$ cat src/rtl/ss_seq_ctrl.sv
// Save-state sequencer: streams mapper regs 0..ADDR_LAST out on save, writes them back on load.
// Save byte every SETTLE+2 cycles at full rate; out_vld holds until out_rdy; in_rdy only while awaiting a load byte.
module ss_seq_ctrl #(
  parameter int ADDR_LAST = 127,
  parameter int RO_ADDR   = 127,
  parameter int SETTLE    = 2,
  parameter int WE_HOLD   = 4
) (
  input  logic       clk,
  input  logic       rst_n,
  input  logic       cmd_save,
  input  logic       cmd_load,
  input  logic       abort,
  output logic       busy,
  output logic       done,
  output logic       aborted,
  output logic       ss_act,
  output logic       ss_we,
  output logic [7:0] ss_addr,
  output logic [7:0] ss_wdat,
  input  logic [7:0] ss_rdat,
  output logic [7:0] out_dat,
  output logic       out_vld,
  input  logic       out_rdy,
  input  logic [7:0] in_dat,
  input  logic       in_vld,
  output logic       in_rdy
);

  typedef enum logic [2:0] {
    IDLE, S_SET, S_SMP, S_OUT, L_WAIT, L_WR, L_GAP, FIN
  } state_t;

  localparam logic [7:0] LAST_A  = 8'(ADDR_LAST);
  localparam logic [7:0] RO_A    = 8'(RO_ADDR);
  localparam logic [3:0] SET_M1  = 4'(SETTLE - 1);
  localparam logic [3:0] HOLD_M1 = 4'(WE_HOLD - 1);

  state_t     state;
  logic [3:0] cnt;
  logic       abort_pend;

  always_ff @(posedge clk) begin
    if (!rst_n) begin
      state      <= IDLE;
      cnt        <= 4'd0;
      abort_pend <= 1'b0;
      busy       <= 1'b0;
      done       <= 1'b0;
      aborted    <= 1'b0;
      ss_act     <= 1'b0;
      ss_we      <= 1'b0;
      ss_addr    <= 8'd0;
      ss_wdat    <= 8'd0;
      out_dat    <= 8'd0;
      out_vld    <= 1'b0;
      in_rdy     <= 1'b0;
    end else begin
      done    <= 1'b0;
      aborted <= 1'b0;
      case (state)
        IDLE: begin
          if (cmd_save) begin
            state      <= S_SET;
            ss_addr    <= 8'd0;
            cnt        <= 4'd0;
            busy       <= 1'b1;
            ss_act     <= 1'b1;
            abort_pend <= 1'b0;
          end else if (cmd_load) begin
            state      <= L_WAIT;
            ss_addr    <= 8'd0;
            busy       <= 1'b1;
            ss_act     <= 1'b1;
            in_rdy     <= 1'b1;
            abort_pend <= 1'b0;
          end
        end
        S_SET: begin
          if (abort) begin
            state      <= FIN;
            abort_pend <= 1'b1;
          end else if (cnt == SET_M1) begin
            state <= S_SMP;
          end else begin
            cnt <= cnt + 4'd1;
          end
        end
        S_SMP: begin
          if (abort) begin
            state      <= FIN;
            abort_pend <= 1'b1;
          end else begin
            out_dat <= ss_rdat;
            out_vld <= 1'b1;
            state   <= S_OUT;
          end
        end
        S_OUT: begin
          if (abort) begin
            out_vld    <= 1'b0;
            state      <= FIN;
            abort_pend <= 1'b1;
          end else if (out_rdy) begin
            out_vld <= 1'b0;
            if (ss_addr == LAST_A) begin
              state <= FIN;
            end else begin
              ss_addr <= ss_addr + 8'd1;
              cnt     <= 4'd0;
              state   <= S_SET;
            end
          end
        end
        L_WAIT: begin
          if (abort) begin
            in_rdy     <= 1'b0;
            state      <= FIN;
            abort_pend <= 1'b1;
          end else if (in_vld && in_rdy) begin
            ss_wdat <= in_dat;
            in_rdy  <= 1'b0;
            // read-only register: byte is swallowed without a strobe
            if (ss_addr == RO_A) begin
              if (ss_addr == LAST_A) begin
                state <= FIN;
              end else begin
                ss_addr <= ss_addr + 8'd1;
                in_rdy  <= 1'b1;
              end
            end else begin
              ss_we <= 1'b1;
              cnt   <= 4'd0;
              state <= L_WR;
            end
          end
        end
        L_WR: begin
          // an abort here waits for the full strobe and hold cycle
          if (abort) abort_pend <= 1'b1;
          if (cnt == HOLD_M1) begin
            ss_we <= 1'b0;
            state <= L_GAP;
          end else begin
            cnt <= cnt + 4'd1;
          end
        end
        L_GAP: begin
          if (abort || abort_pend) begin
            abort_pend <= 1'b1;
            state      <= FIN;
          end else if (ss_addr == LAST_A) begin
            state <= FIN;
          end else begin
            ss_addr <= ss_addr + 8'd1;
            in_rdy  <= 1'b1;
            state   <= L_WAIT;
          end
        end
        FIN: begin
          ss_act     <= 1'b0;
          busy       <= 1'b0;
          done       <= !abort_pend;
          aborted    <= abort_pend;
          abort_pend <= 1'b0;
          state      <= IDLE;
        end
        default: state <= IDLE;
      endcase
    end
  end

endmodule

$ cat config.mk
export PLATFORM = sky130hd
export DESIGN_NAME = ss_seq_ctrl
export DESIGN_NICKNAME = d
export VERILOG_FILES = /design/src/rtl/ss_seq_ctrl.sv
export SDC_FILE = /design/constraint.sdc
export NUM_CORES = 1
export LEC_CHECK = 0
export CORE_MARGIN = 3
export CORE_UTILIZATION = 65
export CTS_CLUSTER_SIZE = 24
export DETAILED_ROUTE_END_ITERATION = 10
export DONT_BUFFER_PORTS = 1
export GPL_TIMING_DRIVEN = 0
export HOLD_SLACK_MARGIN = 0.02
export PLACE_DENSITY = 0.81
export RECOVER_POWER = 25
export SLEW_MARGIN = 20
export SYNTH_ARGS = -nofsm -noshare
export SYNTH_HDL_FRONTEND = slang
export SYNTH_SLANG_ARGS = --single-unit
export TNS_END_PERCENT = 10
$ cat constraint.sdc
create_clock -name clk -period 4.3 [get_ports clk]
set_input_delay 0.86 -clock clk [delete_from_list [all_inputs] [get_ports clk]]
set_output_delay 0.86 -clock clk [all_outputs]
set_load 0.02 [all_outputs]
==> results of run 1 <==
## registers in the layout (all words and copies together), names as in the netlist
register,flops
ss_we,1
in_rdy,1
out_vld,1
state,3
ss_addr,8
ss_wdat,8
abort_pend,1
done,1
cnt,4
out_dat,8
ss_act,1
aborted,1
## cell type report
| type | instances | area share |
|---|---|---|
| plain buffers | 13 | 0.0305 |
| clock buffers | 5 | 0.0180 |
| multi-input cells | 186 | 0.522 |
| clock inverters | 3 | 0.0329 |
| inverters | 8 | 0.0144 |
| flip-flops and latches | 38 | 0.364 |
| well taps | 31 | 0.0186 |
## metrics by stage
stage	cell area, µm²	utilization
after CTS	2100	0.748
final	2090	0.745
after global routing	2090	0.745
after floorplan	1950	-
after detailed placement	1990	0.710
after global placement	1990	0.710
## worst max-delay path: cells and delay by family (launching register included)
| family | cells | cell delay [ps] |
|---|---|---|
| adders and majority gates | 1 | 280 |
| AOI/OAI and AO/OA | 3 | 860 |
| and+or+nand+nor | 2 | 750 |
| DFF | 1 | 420 |
## worst max-delay path by stage
stage,from,cells after the start,to,slack (ps)
floorplan,abort,5,in_rdy,2280
global route,state[2],7,state[2],1850
finish,ss_addr[0],6,ss_addr[5],1930
CTS,state[1],7,state[0],2160
global placement,state[1],7,state[2],2180
detailed placement,state[1],7,state[0],2200
## routing by layer
| metal | vias up | wire length, µm |
|---|---|---|
| met5 | - | 0 |
| met4 | 0 | 119 |
| met3 | 19 | 606 |
| met2 | 130 | 2430 |
| met1 | 867 | 1920 |
| li1 | 887 | - |
## power groups by stage
stage                     sequential [W]  clock, W  combinational, W
after global placement          0.000459         0          0.000391
after floorplan                 0.000447         0          0.000328
after detailed placement        0.000460         0          0.000404
after global routing            0.000458  0.000333          0.000454
final                           0.000451  0.000313          0.000416
after CTS                       0.000452  0.000313          0.000408
## layout by cell type, fill, tap and decap left out, types with 2 or more instances in the layout
master,instances
sky130_fd_sc_hd__a211oi_1,3
sky130_fd_sc_hd__nand4b_1,4
sky130_fd_sc_hd__mux2i_1,3
sky130_fd_sc_hd__o21ai_1,4
sky130_fd_sc_hd__and2_1,3
sky130_fd_sc_hd__or2_1,3
sky130_fd_sc_hd__nand4_1,2
sky130_fd_sc_hd__clkbuf_4,5
sky130_fd_sc_hd__or4_1,4
sky130_fd_sc_hd__nor2_1,12
sky130_fd_sc_hd__nand2_1,49
sky130_fd_sc_hd__nand3_1,4
sky130_fd_sc_hd__dfxtp_1,38
sky130_fd_sc_hd__buf_2,3
sky130_fd_sc_hd__nor4_1,2
sky130_fd_sc_hd__o31ai_1,2
sky130_fd_sc_hd__inv_1,7
sky130_fd_sc_hd__clkbuf_1,8
sky130_fd_sc_hd__nor3_1,5
sky130_fd_sc_hd__a21oi_1,31
sky130_fd_sc_hd__and3_1,2
sky130_fd_sc_hd__ha_1,6
sky130_fd_sc_hd__or3_1,7
sky130_fd_sc_hd__o221ai_1,4
sky130_fd_sc_hd__nor3_2,2
sky130_fd_sc_hd__bufinv_16,2
sky130_fd_sc_hd__o21ai_0,10
## cell families after synthesis
group | Yosys count | synth area share
and+or+nand+nor | 111 | 0.295
AOI/OAI and AO/OA | 64 | 0.201
DFF | 38 | 0.389
buffers and inverters | 21 | 0.0506
adders and majority gates | 6 | 0.0384
muxes | 4 | 0.0211
xor gates and xnor gates | 1 | 0.00449
==> reports/qor.csv, run 1 <==
stage,metric,value,unit
logic_synthesis,synth top area cells,"sky130_fd_sc_hd__dfxtp_1, sky130_fd_sc_hd__nand2_1, sky130_fd_sc_hd__a21oi_1",
logic_synthesis,main flop type after synthesis,sky130_fd_sc_hd__dfxtp_1,
hold_path,worst min-delay path class,register to register,
global_routing,via count of the first global-routing pass,1672,
setup_path,beginning of the worst register-to-register path,ss_addr[0],
drt,Detailed Route WL,5080,µm
drt,Detailed Routing Iterations Pass 1,5,
power,net switching power,0.000451,W
layout,net count reported at finish,281,
drt,mean number of vias per cell,6.70,
layout,count of filler cells inserted in the layout,218,
run_status,outcome,"finished, final reports clean",
layout,combined flip-flop and latch cell area,761,µm²
logic_synthesis,sequential element share of the synthesized area,0.389,
drt,Residual DRC,0,
setup_path,critical path's largest stage delay,540,ps
setup_path,Slowest cell on crit path,sky130_fd_sc_hd__or4_1,
clock_network,quantity of hold-fixing buffers added after cts,0,
logic_synthesis,post-synth cell types,53,
clock_network,Root Buffer,sky130_fd_sc_hd__clkbuf_4,
sta,total of endpoints with negative setup slack in the final report,0,
drt,violation count after the first detailed-route iteration,202,
layout,n_diodes,0,
global_routing,largest net degree at the start of global routing,14,
setup_path,flop2flop setup slack,1930,ps
power,fraction of power spent switching nets,0.382,
setup_path,startpoint type of the worst setup path,register,
logic_synthesis,warning count from the yosys run,0,
clock_network,CTS tree,yes,
drt,antenna-violating nets left,0,
logic_synthesis,"EDFF count, synth",0,
clock_network,buffer depth of the longest clock path,2,
clock_network,post-CTS setup buffer count,0,
hold_path,Hold Crit Depth,2,
power,Overall Power,0.00118,W
floorplan,Core Box Area,0.00281,mm²
floorplan,Horiz. Die Dim,60.8,µm
logic_synthesis,post-synthesis instance total,245,
sta,clock period minus worst slack,2370,ps
setup_path,data arrival time at the worst-slack endpoint,2650,ps
sta,total negative slack for setup checks,0,ps
clock_network,clock buffers created by TritonCTS,5,
run,number of max-cap violations,0,
layout,share of final-layout standard cells stronger than drive strength 1,0.0830,
logic_synthesis,asr flop ratio synth,0,
clock_network,sinks on the clock net,38,
setup_path,cell-by-cell trace of the critical path,ha_1 -> and3b_1 -> a21oi_1 -> a31oi_2 -> or4_1 -> a21oi_1,
layout,final standard cell count with taps included and fillers excluded,284,
placement,worst setup slack after placement,2200,ps
layout,area growth from synthesis to layout,6.98,%
clock_network,total number of H-tree levels,2,
hold_path,hold path startpoint,cnt[1],
sta,Setup WS post-layout,1930,ps
floorplan,number of I/O pins,54,
logic_synthesis,post-synth net total,274,
power,leakage component of the power,0.731,nW
sta,achievable frequency,422,MHz
power,power density over the cells,565,mW/mm²
global_routing,peak-usage layer in the global routing report,met2,
setup_path,data required time of the worst path,4590,ps
logic_synthesis,register bit count reported by yosys,38,
floorplan,cell row count,19,
sta,Fin. Hold Viols,0,
setup_path,critical-path maximum fanout,5,
sta,clk_skew,12.1,ps
clock_network,"Clk Latency, worst-skew pair",360,ps
placement,estimated wirelength of the detail-placed design,3670,µm
power,VDD IR-drop max,0.306,mV
logic_synthesis,top-area cell type share of the netlist area,0.389,
logic_synthesis,"area leader, netlist",sky130_fd_sc_hd__dfxtp_1,
logic_synthesis,mean post-synth cell area,7.97,µm²
placement,count of input and output buffers,0,
sta,worst slew slack as a fraction of its limit,0.603,
clock_network,register clock-pin slew on the reported worst setup and hold paths,130,ps
setup_path,endpoint of the worst-slack reg-to-reg timing path,ss_addr[5],
sta,unrepaired setup endpoints after global routing,false,
floorplan,die height,60.8,µm
hold_path,endpoint with the worst hold slack,cnt[1],
setup_path,Critical Path Sink Type,register,
global_routing,global-route wire length before repair,7720,µm
global_routing,met1 track demand over resource in global routing,0.325,
power,sequential power share,0.383,
global_routing,Total GRT Usage,0.280,
global_routing,number of antenna violations at the first check in global routing,0,
global_routing,met3 layer usage reported by global route,0.0979,
setup_path,most prevalent standard cell on the critical path,sky130_fd_sc_hd__a21oi_1,
clock_network,# resized after CTS,0,
sta,hold slack final,505,ps
sta,pins over their slew limit,0,
drt,count of vias placed by the detailed router,1903,
global_routing,global-route met2 utilization,0.461,
global_routing,Congestion Overflow GR,0,
setup_path,reg2reg path depth,6,
placement,placer's final routability congestion estimate,0.898,
floorplan,die area,0.00370,mm²
logic_synthesis,total standard cell area after synthesis,0.00195,mm²
sta,slew of the pin with the lowest slew margin,591,ps
setup_path,Setup CP Type,register to register,
power,Clock power frac,0.265,
power,Int Power,0.000729,W
layout,total area of multi-input combinational cells,0.00109,mm²
floorplan,starting utilization of the core area,0.696,
logic_synthesis,"top cells by count, synth","sky130_fd_sc_hd__nand2_1, sky130_fd_sc_hd__dfxtp_1, sky130_fd_sc_hd__a21oi_1",
placement,cell count after placement,276,
logic_synthesis,most instantiated library cell after synthesis,sky130_fd_sc_hd__nand2_1,
sta,share of the clock period used by the worst path,0.551,
drt,final routed wire length divided by cell count,17.9,µm
power,logic gate share of total power,0.353,
Power figures use the tool's default switching activity.
==> run 2: changes to the inputs <==
--- a/config.mk
+++ b/config.mk
@@ -6,13 +6,13 @@
 export NUM_CORES = 1
 export LEC_CHECK = 0
 export CORE_MARGIN = 3
-export CORE_UTILIZATION = 65
+export CORE_UTILIZATION = 56
 export CTS_CLUSTER_SIZE = 24
 export DETAILED_ROUTE_END_ITERATION = 10
 export DONT_BUFFER_PORTS = 1
 export GPL_TIMING_DRIVEN = 0
 export HOLD_SLACK_MARGIN = 0.02
-export PLACE_DENSITY = 0.81
+export PLACE_DENSITY = 0.74
 export RECOVER_POWER = 25
 export SLEW_MARGIN = 20
 export SYNTH_ARGS = -nofsm -noshare
==> constraint.sdc (replaced) <==
create_clock -name clk -period 1.95 [get_ports clk]
set_input_delay 0.39 -clock clk [delete_from_list [all_inputs] [get_ports clk]]
set_output_delay 0.39 -clock clk [all_outputs]
set_load 0.02 [all_outputs]
==> reports/qor.csv, run 2 (same netlist as run 1, synthesis figures left out) <==
stage,metric,value,unit
run_status,outcome,"finished, final reports clean",
power,fraction of power spent switching nets,0.389,
sta,clock period minus worst slack,1940,ps
drt,Residual DRC,0,
floorplan,Core Box Area,0.00318,mm²
sta,achievable frequency,515,MHz
power,Clock power frac,0.205,
clock_network,"Clk Latency, worst-skew pair",330,ps
floorplan,Horiz. Die Dim,65.1,µm
floorplan,number of I/O pins,54,
setup_path,Setup CP Type,register to register,
sta,worst slew slack as a fraction of its limit,0.587,
drt,Met1 Wirelength,2030,µm
layout,Final Cell Area,0.00219,mm²
layout,"commonest non-fill, non-tap cells in the layout","sky130_fd_sc_hd__nand2_1, sky130_fd_sc_hd__dfxtp_1, sky130_fd_sc_hd__a21oi_1, sky130_fd_sc_hd__nor2_1, sky130_fd_sc_hd__o21ai_0",
sta,share of the clock period used by the worst path,0.995,
sta,total negative slack for setup checks,0,ps
layout,fin util,0.691,
global_routing,Congestion Overflow GR,0,
power,sequential power share,0.402,
clock_network,total number of H-tree levels,2,
drt,count of vias placed by the detailed router,1863,
sta,total of endpoints with negative setup slack in the final report,0,
power,Int Power,0.00154,W
clock_network,sinks on the clock net,38,
run,number of max-cap violations,0,
layout,count of filler cells inserted in the layout,272,
layout,n_diodes,0,
layout,share of final-layout standard cells stronger than drive strength 1,0.160,
clock_network,register clock-pin slew on the reported worst setup and hold paths,110,ps
placement,placer's final routability congestion estimate,0.977,
clock_network,clock buffers created by TritonCTS,5,
layout,area growth from synthesis to layout,12.4,%
layout,combined flip-flop and latch cell area,771,µm²
floorplan,die height,65.1,µm
drt,met2 wire length,2180,µm
placement,placed cell areas,0.00201,mm²
drt,highest metal used,met4,
power,net switching power,0.000980,W
setup_path,data arrival time at the worst-slack endpoint,2200,ps
global_routing,largest net degree at the start of global routing,13,
drt,antenna-violating nets left,0,
placement,count of input and output buffers,0,
power,leakage component of the power,0.751,nW
placement,estimated wirelength of the detail-placed design,3440,µm
drt,Detailed Route WL,4780,µm
layout,total area of multi-input combinational cells,0.00115,mm²
floorplan,die area,0.00423,mm²
setup_path,startpoint type of the worst setup path,register,
hold_path,worst min-delay path class,input pin to register,
power,power density over the cells,1150,mW/mm²
drt,wire length on met3,531,µm
sta,slew of the pin with the lowest slew margin,616,ps
sta,Setup WS post-layout,8.91,ps
clock_network,buffer depth of the longest clock path,2,
layout,biggest registers after layout,"out_dat x8, ss_addr x8, ss_wdat x8",
global_routing,Total GRT Usage,0.227,
setup_path,Critical Path Sink Type,register,
global_routing,number of antenna violations at the first check in global routing,0,
drt,Detailed Routing Iterations Pass 1,5,
placement,worst setup slack after placement,-165,ps
setup_path,data required time of the worst path,2210,ps
layout,"leading cell type in the layout, fill and taps excluded",sky130_fd_sc_hd__nand2_1,
drt,violation count after the first detailed-route iteration,121,
power,VDD IR-drop max,0.742,mV
floorplan,starting utilization of the core area,0.615,
floorplan,cell row count,20,
sta,Fin. Hold Viols,0,
global_routing,via count of the first global-routing pass,1651,
clock_network,Root Buffer,sky130_fd_sc_hd__clkbuf_4,
power,logic gate share of total power,0.393,
clock_network,CTS tree,yes,
drt,mean number of vias per cell,6.19,
sta,pins over their slew limit,0,
sta,unrepaired setup endpoints after global routing,true,
clock_network,quantity of hold-fixing buffers added after cts,0,
setup_path,critical-path maximum fanout,10,
power,Overall Power,0.00252,W
layout,net count reported at finish,285,
drt,final routed wire length divided by cell count,15.9,µm
sta,clk_skew,4.86,ps
global_routing,global-route wire length before repair,7620,µm
run 2: cell count changes in the layout (fill, tap and decap cells not counted), moves of 2 or more:
cell / delta
sky130_fd_sc_hd__a21oi_2: +3
sky130_fd_sc_hd__a21oi_1: -4
sky130_fd_sc_hd__buf_4: +5
sky130_fd_sc_hd__clkbuf_1: -2
sky130_fd_sc_hd__dfxtp_2: +2
sky130_fd_sc_hd__dfxtp_1: -4
sky130_fd_sc_hd__or4_4: +2
sky130_fd_sc_hd__clkinv_2: +2
sky130_fd_sc_hd__or4_1: -2
sky130_fd_sc_hd__dfxtp_4: +2
run 2: critical path: stages (launching register included):
cell,delay [ps]
sky130_fd_sc_hd__dfxtp_4,390
sky130_fd_sc_hd__buf_8,140
sky130_fd_sc_hd__clkinvlp_4,140
sky130_fd_sc_hd__ha_1,230
sky130_fd_sc_hd__or4_4,550
sky130_fd_sc_hd__nand4b_1,120
sky130_fd_sc_hd__o221ai_1,120
sky130_fd_sc_hd__mux2i_1,170
run 2: cell type report:
type / instances / area share
Inverter: 8 / 0.0154
Sequential cell: 38 / 0.351
Tap cell: 44 / 0.0251
Timing Repair Buffer: 4 / 0.0137
Multi-Input combinational cell: 186 / 0.523
Clock inverter: 3 / 0.0182
Clock buffer: 5 / 0.0171
Buffer: 13 / 0.0359
run 2: metrics by stage:
| step | hold WS, ps | std cells |
|---|---|---|
| after floorplan | 465 | 245 |
| after global placement | 479 | 289 |
| after detailed placement | 497 | 289 |
| after CTS | 162 | 297 |
| after global routing | 166 | 301 |
| final | 174 | 301 |
run 2: final timing paths:
check	from	endpoint	slack [ps]	cells after the start
hold / removal	ss_rdat[4]	out_dat[4]	170	2
hold reg to reg	cnt[1]	cnt[1]	510	2
setup / recovery	state[1]	state[2]	9	7
setup reg to reg	state[1]	state[2]	9	7
run 2: what timing repair did:
action / in CTS / in global routing
pin swaps: 1 / 2
gates resized for setup: 8 / 13
setup endpoints to repair: 15 / 11
buffers inserted: 0 / 4
run 2: power groups by stage:
| stage | Clock [W] | Combinational [W] | Sequential (W) |
|---|---|---|---|
| global placement | 0 | 0.000889 | 0.00101 |
| floorplan | 0 | 0.000724 | 0.000986 |
| CTS | 0.000528 | 0.000927 | 0.00100 |
| finish | 0.000517 | 0.000992 | 0.00101 |
| detailed placement | 0 | 0.000889 | 0.00101 |
| global route | 0.000562 | 0.00110 | 0.00103 |
run 2: routing by layer:
metal	GRT usage	vias up
li1	-	897
met1	0.297	857
met2	0.341	101
met3	0.0763	8
met4	0.0907	0
met5	0	-
==> run 3: changes to the inputs <==
--- a/config.mk
+++ b/config.mk
@@ -6,13 +6,14 @@
 export NUM_CORES = 1
 export LEC_CHECK = 0
 export CORE_MARGIN = 3
-export CORE_UTILIZATION = 56
+export CORE_UTILIZATION = 52
 export CTS_CLUSTER_SIZE = 24
 export DETAILED_ROUTE_END_ITERATION = 10
 export DONT_BUFFER_PORTS = 1
+export GPL_ROUTABILITY_DRIVEN = 0
 export GPL_TIMING_DRIVEN = 0
 export HOLD_SLACK_MARGIN = 0.02
-export PLACE_DENSITY = 0.74
+export PLACE_DENSITY = 0.7
 export RECOVER_POWER = 25
 export SLEW_MARGIN = 20
 export SYNTH_ARGS = -nofsm -noshare
==> reports/qor.csv, run 3 (same netlist as run 1, synthesis figures left out) <==
stage,metric,value,unit
floorplan,number of I/O pins,54,
hold_path,worst min-delay path class,input pin to register,
clock_network,"Clk Latency, worst-skew pair",290,ps
drt,mean number of vias per cell,6.00,
power,VDD IR-drop max,0.650,mV
floorplan,starting utilization of the core area,0.563,
sta,Fin. Hold Viols,0,
placement,count of input and output buffers,0,
drt,Detailed Route WL,4690,µm
setup_path,Setup CP Type,register to register,
layout,n_diodes,0,
setup_path,critical path's largest stage delay,520,ps
layout,fin util,0.634,
placement,placed cell areas,0.00201,mm²
floorplan,cell row count,21,
sta,total of endpoints with negative setup slack in the final report,0,
setup_path,Slowest cell on crit path,sky130_fd_sc_hd__or4_4,
power,power density over the cells,1250,mW/mm²
clock_network,register clock-pin slew on the reported worst setup and hold paths,80,ps
drt,violation count after the first detailed-route iteration,98,
placement,estimated wirelength of the detail-placed design,3460,µm
drt,count of vias placed by the detailed router,1806,
clock_network,clock buffers created by TritonCTS,5,
clock_network,buffer depth of the longest clock path,2,
clock_network,sinks on the clock net,38,
floorplan,Core Box Area,0.00347,mm²
clock_network,total number of H-tree levels,2,
drt,Residual DRC,0,
setup_path,data required time of the worst path,2170,ps
clock_network,Root Buffer,sky130_fd_sc_hd__clkbuf_8,
power,Clock power frac,0.292,
sta,slew of the pin with the lowest slew margin,609,ps
layout,count of filler cells inserted in the layout,314,
power,fraction of power spent switching nets,0.360,
run_status,outcome,"finished, final reports clean",
clock_network,quantity of hold-fixing buffers added after cts,0,
layout,share of final-layout standard cells stronger than drive strength 1,0.125,
layout,area growth from synthesis to layout,12.6,%
global_routing,Congestion Overflow GR,0,
clock_network,CTS tree,yes,
run,number of max-cap violations,0,
setup_path,cell-by-cell trace of the critical path,buf_4 -> inv_2 -> ha_1 -> or4_4 -> nand4b_1 -> o221ai_1 -> mux2i_1,
sta,clk_skew,7.31,ps
setup_path,startpoint type of the worst setup path,register,
floorplan,Horiz. Die Dim,67.3,µm
power,logic gate share of total power,0.344,
global_routing,largest net degree at the start of global routing,14,
sta,achievable frequency,521,MHz
global_routing,global-route wire length before repair,7690,µm
layout,biggest registers after layout,"out_dat x8, ss_addr x8, ss_wdat x8",
floorplan,die height,67.3,µm
power,Int Power,0.00176,W
layout,"commonest non-fill, non-tap cells in the layout","sky130_fd_sc_hd__nand2_1, sky130_fd_sc_hd__dfxtp_1, sky130_fd_sc_hd__a21oi_1, sky130_fd_sc_hd__nor2_1, sky130_fd_sc_hd__o21ai_0",
sta,pins over their slew limit,0,
global_routing,via count of the first global-routing pass,1629,
layout,net count reported at finish,283,
setup_path,Critical Path Sink Type,register,
sta,clock period minus worst slack,1920,ps
sta,hold slack final,226,ps
placement,cell count after placement,291,
power,sequential power share,0.363,
layout,Final Cell Area,0.00220,mm²
global_routing,number of antenna violations at the first check in global routing,0,
floorplan,die area,0.00453,mm²
sta,worst slew slack as a fraction of its limit,0.591,
drt,final routed wire length divided by cell count,15.6,µm
power,leakage component of the power,0.763,nW
power,net switching power,0.000993,W
layout,"leading cell type in the layout, fill and taps excluded",sky130_fd_sc_hd__nand2_1,
drt,antenna-violating nets left,0,
sta,share of the clock period used by the worst path,0.984,
layout,final standard cell count with taps included and fillers excluded,301,
sta,unrepaired setup endpoints after global routing,true,
setup_path,data arrival time at the worst-slack endpoint,2140,ps
global_routing,Total GRT Usage,0.221,
drt,Detailed Routing Iterations Pass 1,4,
setup_path,critical-path maximum fanout,10,
[run 3: cell count changes in the layout (fill, tap and decap cells not counted), sizes merged]
cell      previous run  this run
buf                 11         9
bufinv               1         2
clkinv               2         1
clkinvlp             1         0
inv                  7         8
[run 3: power groups by stage]
stage	clock [W]	sequential (W)	combinational (W)
finish	0.000806	0.00100	0.000949
global route	0.000854	0.00102	0.00106
CTS	0.000813	0.00100	0.000914
detailed placement	0	0.00102	0.000886
global placement	0	0.00101	0.000891
floorplan	0	0.000986	0.000724
[run 3: area by class of cell]
cell class,instances,area (µm²),share of cell area
Multi-Input combinational cell,186,1120,0.509
Clock inverter,3,68.8,0.0313
Timing Repair Buffer,2,15.0,0.00683
Buffer,13,75.1,0.0341
Sequential cell,38,764,0.348
Inverter,8,30.0,0.0137
Tap cell,46,57.6,0.0262
Clock buffer,5,68.8,0.0313
[run 3: metrics by stage]
| step | setup WS [ps] | setup TNS (ps) | total power, W |
|---|---|---|---|
| floorplan | 83.2 | 0 | 0.00171 |
| global placement | -159 | -975 | 0.00191 |
| detailed placement | -208 | -1150 | 0.00190 |
| CTS | 16.1 | 0 | 0.00273 |
| global route | -86.0 | -186 | 0.00293 |
| finish | 31.1 | 0 | 0.00276 |
[run 3: final timing paths]
path / startpoint / endpoint / slack [ps] / depth (start not counted)
setup / recovery: state[2] / state[2] / 30 / 7
hold / removal: ss_rdat[6] / out_dat[6] / 230 / 2
setup reg to reg: state[2] / state[2] / 30 / 7
hold reg to reg: cnt[1] / cnt[1] / 500 / 2
[run 3: critical path, delay by kind of cell (launching register included)]
family	cells	cell delay, ps
AO/OA/AOI/OAI	1	120
adder cells (fa/ha/maj)	1	200
buffers and inverters	2	310
flip-flops	1	400
multiplexers	1	190
AND/OR/NAND/NOR	2	630
[run 3: metal layers]
metal	global-route usage	routed length, µm
met1	0.297	2000
met2	0.334	2110
met3	0.0732	542
met4	0.0658	34
met5	0	0
[run 3: timing repair]
action | in CTS | in global routing
resized for setup | 6 | 4
pin swaps | 1 | 0
endpoints found under the setup margin | 15 | 13
gates cloned | 0 | 0
buffers inserted | 2 | 0
